`src/rtl/vote_tally_if.sv`:
```
// rtl/vote_tally_if.sv - ballot stream and verdict bundle between a ballot source and vote_tally
interface vote_tally_if #(
    parameter int CW = 2
);
    logic          start;
    logic          ballot_valid;
    logic          ballot;
    logic          ballot_ready;
    logic          busy;
    logic          done;
    logic          Y;
    logic [CW-1:0] yes_count;
    logic [CW-1:0] total_count;

    modport master (
        output start, ballot_valid, ballot,
        input  ballot_ready, busy, done, Y, yes_count, total_count
    );

    modport slave (
        input  start, ballot_valid, ballot,
        output ballot_ready, busy, done, Y, yes_count, total_count
    );
endinterface

```
`src/rtl/vote_tally.sv`:
```
// rtl/vote_tally.sv - sequential N-voter ballot collector with registered majority verdict
module vote_tally #(
    parameter int N_VOTERS = 3,
    parameter int CW       = 2
) (
    input  logic         clk,
    input  logic         reset,
    vote_tally_if.slave  bus
);
    typedef enum logic [1:0] {
        IDLE    = 2'd0,
        COLLECT = 2'd1,
        DONE    = 2'd2
    } state_t;

    localparam logic [CW:0] N_W = (CW+1)'(N_VOTERS);

    state_t        state_q, state_d;
    logic [CW-1:0] yes_q, yes_d;
    logic [CW-1:0] total_q, total_d;
    logic          y_q, y_d;
    logic          xfer;
    logic [CW:0]   yes_next;
    logic [CW:0]   total_next;

    always_comb begin
        state_d    = state_q;
        yes_d      = yes_q;
        total_d    = total_q;
        y_d        = y_q;
        xfer       = (state_q == COLLECT) && bus.ballot_valid;
        // One bit wider than the counters so the final compare cannot wrap.
        yes_next   = {1'b0, yes_q} + {{CW{1'b0}}, bus.ballot};
        total_next = {1'b0, total_q} + (CW+1)'(1);

        case (state_q)
            IDLE: begin
                if (bus.start) begin
                    state_d = COLLECT;
                    yes_d   = '0;
                    total_d = '0;
                    y_d     = 1'b0;
                end
            end
            COLLECT: begin
                if (xfer) begin
                    yes_d   = yes_next[CW-1:0];
                    total_d = total_next[CW-1:0];
                    if (total_next == N_W) begin
                        state_d = DONE;
                        y_d     = ({yes_next[CW-1:0], 1'b0} > N_W);
                    end
                end
            end
            DONE:    state_d = IDLE;
            default: state_d = IDLE;
        endcase
    end

    always_ff @(posedge clk) begin
        if (reset) begin
            state_q <= IDLE;
            yes_q   <= '0;
            total_q <= '0;
            y_q     <= 1'b0;
        end else begin
            state_q <= state_d;
            yes_q   <= yes_d;
            total_q <= total_d;
            y_q     <= y_d;
        end
    end

    assign bus.ballot_ready = (state_q == COLLECT);
    assign bus.busy         = (state_q == COLLECT);
    assign bus.done         = (state_q == DONE);
    assign bus.Y            = y_q;
    assign bus.yes_count    = yes_q;
    assign bus.total_count  = total_q;
endmodule

```
`src/flat_wrapper.sv`:
```
// flat-port wrapper written by rule: the top's interface ports become plain ports
module vote_tally_flat 
#(
    parameter int N_VOTERS = 3,
    parameter int CW       = 2
)
  (clk, reset, bus_start, bus_ballot_valid, bus_ballot, bus_ballot_ready, bus_busy, bus_done, bus_Y, bus_yes_count, bus_total_count);
  vote_tally_if #(.CW(CW)) bus_i ();
  input  logic clk;
  input  logic reset;
  input wire logic [$bits(bus_i.start)-1:0] bus_start;
  input wire logic [$bits(bus_i.ballot_valid)-1:0] bus_ballot_valid;
  input wire logic [$bits(bus_i.ballot)-1:0] bus_ballot;
  output wire logic [$bits(bus_i.ballot_ready)-1:0] bus_ballot_ready;
  output wire logic [$bits(bus_i.busy)-1:0] bus_busy;
  output wire logic [$bits(bus_i.done)-1:0] bus_done;
  output wire logic [$bits(bus_i.Y)-1:0] bus_Y;
  output wire logic [$bits(bus_i.yes_count)-1:0] bus_yes_count;
  output wire logic [$bits(bus_i.total_count)-1:0] bus_total_count;
  assign bus_i.start = bus_start;
  assign bus_i.ballot_valid = bus_ballot_valid;
  assign bus_i.ballot = bus_ballot;
  assign bus_ballot_ready = bus_i.ballot_ready;
  assign bus_busy = bus_i.busy;
  assign bus_done = bus_i.done;
  assign bus_Y = bus_i.Y;
  assign bus_yes_count = bus_i.yes_count;
  assign bus_total_count = bus_i.total_count;
  vote_tally #(.N_VOTERS(N_VOTERS), .CW(CW)) u_core (.clk(clk), .reset(reset), .bus(bus_i));
endmodule
```
`config.mk`:
```
export PLATFORM = sky130hd
export DESIGN_NAME = vote_tally_flat
export DESIGN_NICKNAME = d
export VERILOG_FILES = /design/src/rtl/vote_tally_if.sv /design/src/rtl/vote_tally.sv /design/src/flat_wrapper.sv
export SDC_FILE = /design/constraint.sdc
export NUM_CORES = 1
export LEC_CHECK = 0
export ABC_AREA = 0
export CORE_AREA = 2 2 39 41
export CTS_CLUSTER_SIZE = 24
export DETAILED_ROUTE_END_ITERATION = 12
export DIE_AREA = 0 0 41 43
export SYNTH_ARGS = -nofsm -noshare
export SYNTH_HDL_FRONTEND = slang
export SYNTH_SLANG_ARGS = --single-unit
```
`constraint.sdc`:
```
create_clock -name clk -period 2.58 [get_ports clk]
set_clock_uncertainty 0.05 [all_clocks]
set_input_delay 0.258 -clock clk [delete_from_list [all_inputs] [get_ports clk]]
set_output_delay 0.258 -clock clk [all_outputs]
set_load 0.05 [all_outputs]
```
======== Word level (Yosys, flattened, before mapping) ========
Index checks and enable logic that the tools add are counted.
word-level totals
  word-level logic and storage cells ...... 32
  register bits ........................... 7
  bits of input ports ..................... 5
  output and inout bits ................... 8
operators by class
  reduce and logical (&&, ||, !) cells .... 6
  equality and inequality tests ........... 6
  $add $sub $neg .......................... 2
  muxes and demuxes ....................... 13
  magnitude comparators ................... 1
operator list
  kind                                                                              number
  2-bit 2-to-1 mux                                                                  6
  2-bit one-hot mux with 2 select lines                                             3
  3-bit AND reduction                                                               2
  2-bit by 1-bit != test with 1-bit output (second input constant)                  2
  4-bit AND reduction                                                               1
  2-bit by 1-bit adder with 3-bit output (second input constant)                    1
  3-bit by 2-bit == test with 1-bit output (second input constant)                  1
  3-bit by 2-bit greater-than comparator with 1-bit output (second input constant)  1
  1-bit 2-to-1 mux                                                                  3
  2-bit by 1-bit adder with 2-bit output                                            1
  2-bit by 1-bit == test with 1-bit output (second input constant)                  1
  2-bit == test (second input constant)                                             1
  2-bit logical NOT                                                                 1
  2-bit != test (second input constant)                                             1
  1-bit one-hot mux with 2 select lines                                             1
  2-bit nonzero test                                                                1
  1-bit logical AND                                                                 1

======== Depth between registers and ports, before layout ========
  depth in word-level cells ............... 5
  gate-level depth with buffers ........... 5
  mapped depth without buffers ............ 5

======== Least setup slack after synthesis ========
No wires, ideal clock.
  path kind ............................... reg2reg
  start point ............................. register u_core.state_q[1]
  end point ............................... register u_core.yes_q[1], in the netlist u_core.bus.yes_count[1]
  library setup time ...................... 73 ps
  setup slack ............................. 1126 ps
  path buffers ............................ 0
  data arrival time ....................... 1331 ps
  required time ........................... 2457 ps
  period minus slack after synthesis ...... 1454 ps
  cell stages (with the launch flop) ...... 4
  cell sequence ........................... dfxtp_1 > and2b_1 > or3b_1 > o211ai_2
between the ends
  word-level cells in the longest chain between the ends .. 4
  elaborated cells on any way between the ends .. 8
  those cells by class .................... 3 x eq/ne; 1 x mux; 4 x reduce/logical
ends and longest elaborated chain
  what                                                line                RTL
  from (decl)                                         vote_tally.sv:18    state_t state_q, state_d;
  from (signal assigned)                              vote_tally.sv:67    state_q <= state_d;
  2-bit by 1-bit == test with 1-bit output (*)        -
  net bus_ballot_ready                                flat_wrapper.sv:14  output wire logic [$bits(bus_i.ballot_ready)-1:0] bus_ballot_ready;
  1-bit logical AND                                   vote_tally.sv:31    xfer = (state_q == COLLECT) && bus.ballot_valid;
  2-bit by 1-bit != test with 1-bit output (no line)  -
  3-bit AND reduction (no line)                       -
  to (signal assigned)                                vote_tally.sv:68    yes_q <= yes_d;
  to (decl)                                           vote_tally.sv:19    logic [CW-1:0] yes_q, yes_d;
Mark *: on every way through the listed nets, which the timed path passes. The rest lies on a longest branch.
A chain may end at the register's enable or synchronous reset.

======== Final worst setup path ========
  start point ............................. register u_core.state_q[1]
  end point ............................... output port bus_ballot_ready
between the ends
  word-level cells in the longest chain between the ends .. 1
ends and longest elaborated chain
  what                                      line                RTL
  2-bit by 1-bit == test with 1-bit output  vote_tally.sv:74    assign bus.ballot_ready = (state_q == COLLECT);
  to (decl)                                 flat_wrapper.sv:14
Every way passes these cells.

==> qor.yml <==
status:
  outcome: "completed"
sta:
  worstMarginPinSlew_ns: 0.497
  finalSetupViolations: 0
  finalMaxSlewViolations: 0
  layout_min_cycle_time_ns: 2.01
  maxClockFrequency_ghz: 0.497
  worst_hold_slack_ns: 0.425
  fin_tns_setup_ns: 0
  worst_slew_margin_rel_pct: 66.8
  count_of_endpoints_failing_hold_in_the_final_timing_report: 0
  grt_setup_unrepaired: "no"
  fin_crit_sh_pct: 78.0
clock_tree:
  cts_max_level: 1
  max-clock-path-buffers: 2
  cts_tree: "yes"
  cts_hold_buffers: 0
  cts_setup_buffers: 0
  cts_made_buffers: 3
  post_cts_resized: 0
  buffer_type_at_the_clock_tree_root: "sky130_fd_sc_hd__clkbuf_4"
  clk_pin_slew_worst_paths_ns: 0.06
  clkSinkCount: 7
  clock_insertion_delay_worst_skew_ns: 0.26
critical_path:
  critical_path_required_ns: 2.27
  critPathCaptureType: "primary output"
  critical_path.max_fanout: 6
  timing.critical_path.slowest_cell_delay_ns: 0.82
  cp_top_family: "buffers and inverters"
  critPathKind: "reg -> out"
  startpoint_type: "flip-flop"
  worst_path_buffer_plus_inverter_count: 1
  cp_cell_sequence: "and2b_1 -> clkdlybuf4s50_1"
  cp_slowest_cell: "sky130_fd_sc_hd__clkdlybuf4s50_1"
  critical_path_arrival_ns: 1.71
yosys:
  postSynthCellCount: 39
  yosys_warnings: 0
  synthesis.nets: 46
  top_cell_type_s_share_of_synthesized_area_pct: 37.3
  syn_avg_cell_area_um2: 9.62
  post_synth_num_cell_types: 21
  yosysSeqAreaShare_pct: 37.3
  netlist_top_cells_area: "sky130_fd_sc_hd__dfxtp_1 37%, sky130_fd_sc_hd__nand2b_1 10%, sky130_fd_sc_hd__mux2i_1 8.0%"
  netlist_area_um2: 375
  synth_area_leader_cell: "sky130_fd_sc_hd__dfxtp_1"
  yosys_register_bits: 7
floorplan:
  dieHeight_um: 43
  design.die.area_um2: 1760
  rows: 14
  chipWidth_um: 41
  pin_count: 13
  initial_core_util_pct: 27.1
  placeableCoreArea_um2: 1380
global_routing:
  grt_antenna_before_repair: 0
  met2_usage_pct: 13.8
  grt_start_max_net_pins: 9
  overflow: 0
  most_utilized_layer_in_the_global_route_result: "met1"
  grt_pass1_vias: 310
  met3_usage_pct: 3.14
  grt_met1_usage_pct: 16.5
  grt_first_pass_wirelength_um: 1350
  grt_use_total_pct: 12.0
pwr:
  powerDensity_nw_per_um2: 504
  leakage_power_uw: 0.000219
  vdd_ir_drop_max_mv: 0.192
finish:
  area_growth_syn_to_layout_pct: 42.3
  antenna_cells_inserted: 0
  post_route_cells_drive_above_1_share_pct: 11.1
  nets: 62
  layout.cells.most_common_list: "12 x sky130_fd_sc_hd__clkdlybuf4s50_1, 7 x sky130_fd_sc_hd__dfxtp_1, 6 x sky130_fd_sc_hd__nand2b_1"
  leading_cell_type_in_the_layout_fill_and_taps_excluded: "sky130_fd_sc_hd__clkdlybuf4s50_1"
  num-fill-cells: 143
place:
  numPortBuffers: 12
  weighted_congestion_reported_at_the_end_of_routability_driven_placement: 0.612
  hpwlAfterDp_um: 594
detailed_routing:
  wire_per_inst_um: 11.4
  detailed_route_iter0_violations: 3
  ant_nets: 0
  drt_wl_total_um: 801
  detail_route.drc_violations: 0
  vias: 322
  route.detailed.vias_per_inst: 4.60
  drt-pass1-iter-count: 3
min_path:
  min_path_type: "reg -> reg"
run:
  drv_cap: 0
-- cells in the mapped netlist --
library cell               count
sky130_fd_sc_hd__xor2_1        1
sky130_fd_sc_hd__nand4b_1      1
sky130_fd_sc_hd__nand2b_1      6
sky130_fd_sc_hd__o211ai_2      1
sky130_fd_sc_hd__buf_4         1
sky130_fd_sc_hd__ha_1          2
sky130_fd_sc_hd__nor2b_1       1
sky130_fd_sc_hd__nand2_1       3
sky130_fd_sc_hd__o211a_1       1
sky130_fd_sc_hd__or3b_1        1
sky130_fd_sc_hd__o31ai_1       1
sky130_fd_sc_hd__nor3b_2       1
sky130_fd_sc_hd__a21oi_2       1
sky130_fd_sc_hd__dfxtp_1       7
sky130_fd_sc_hd__nor2_1        2
sky130_fd_sc_hd__nand3_1       2
sky130_fd_sc_hd__inv_1         1
sky130_fd_sc_hd__a21oi_1       1
sky130_fd_sc_hd__and2b_1       1
sky130_fd_sc_hd__mux2i_1       3
sky130_fd_sc_hd__and3_1        1
-- tightest hold or removal path, cell delays in order, from the launching register on --
cell,delay [ns]
sky130_fd_sc_hd__dfxtp_1,0.31
sky130_fd_sc_hd__nand2b_1,0.06
sky130_fd_sc_hd__mux2i_1,0.06
-- final timing paths --
path,from,to,slack [ns],cells past startpoint
max,u_core.state_q[1]$_SDFFE_PP0P_,bus_ballot_ready,0.57,2
min,u_core.bus.Y$_SDFFE_PP0P_,u_core.bus.Y$_SDFFE_PP0P_,0.43,2
max reg2reg,u_core.state_q[1]$_SDFFE_PP0P_,u_core.bus.yes_count[1]$_SDFFE_PP0P_,1.38,3
min reg2reg,u_core.bus.Y$_SDFFE_PP0P_,u_core.bus.Y$_SDFFE_PP0P_,0.43,2
-- state kept, by name (all words and copies together), names as in the netlist --
signal	cells
u_core.bus.Y	1
u_core.bus.total_count	2
u_core.state_q	2
u_core.bus.yes_count	2
-- final cells by class --
| type | instances | area [um^2] | area share (%) |
|---|---|---|---|
| multi-input cells | 30 | 224 | 41.9 |
| flip-flops and latches | 7 | 140 | 26.2 |
| repair buffers | 12 | 120 | 22.5 |
| clock buffers | 4 | 26.3 | 4.92 |
| well taps | 16 | 20.0 | 3.75 |
| inverters | 1 | 3.75 | 0.703 |
-- kinds of logic after synthesis --
group | share of synthesized area [%]
and+or+nand+nor | 31.0
DFF | 37.3
AOI/OAI and AO/OA | 11.7
muxes | 8.00
buffers and inverters | 3.00
adders and majority gates | 6.67
xor gates and xnor gates | 2.33
-- where the power goes --
| part | switching (uW) | total, uW | internal [uW] | leakage [uW] |
|---|---|---|---|---|
| logic | 29.4 | 50.7 | 21.3 | 0.000147 |
| registers | 2.97 | 114 | 111 | 0.0000569 |
| clock network | 45.1 | 104 | 59.3 | 0.0000150 |
-- through the flow --
stage,std cells,setup WS [ns],area (um^2),utilization [%],power (uW)
after floorplan,39,1.13,375,-,149
after global placement,66,0.848,508,36.7,168
after detailed placement,66,0.836,508,36.7,168
after CTS,70,0.562,534,38.6,271
after global routing,70,0.506,534,38.6,284
final,70,0.567,534,38.6,269
-- routing by layer --
layer / wire length, um / up-vias
met5: 0 / -
li1: - / 166
met3: 39 / 2
met2: 381 / 7
met4: 8 / 0
met1: 371 / 147
Note: power is estimated with default switching activity, not from simulation.
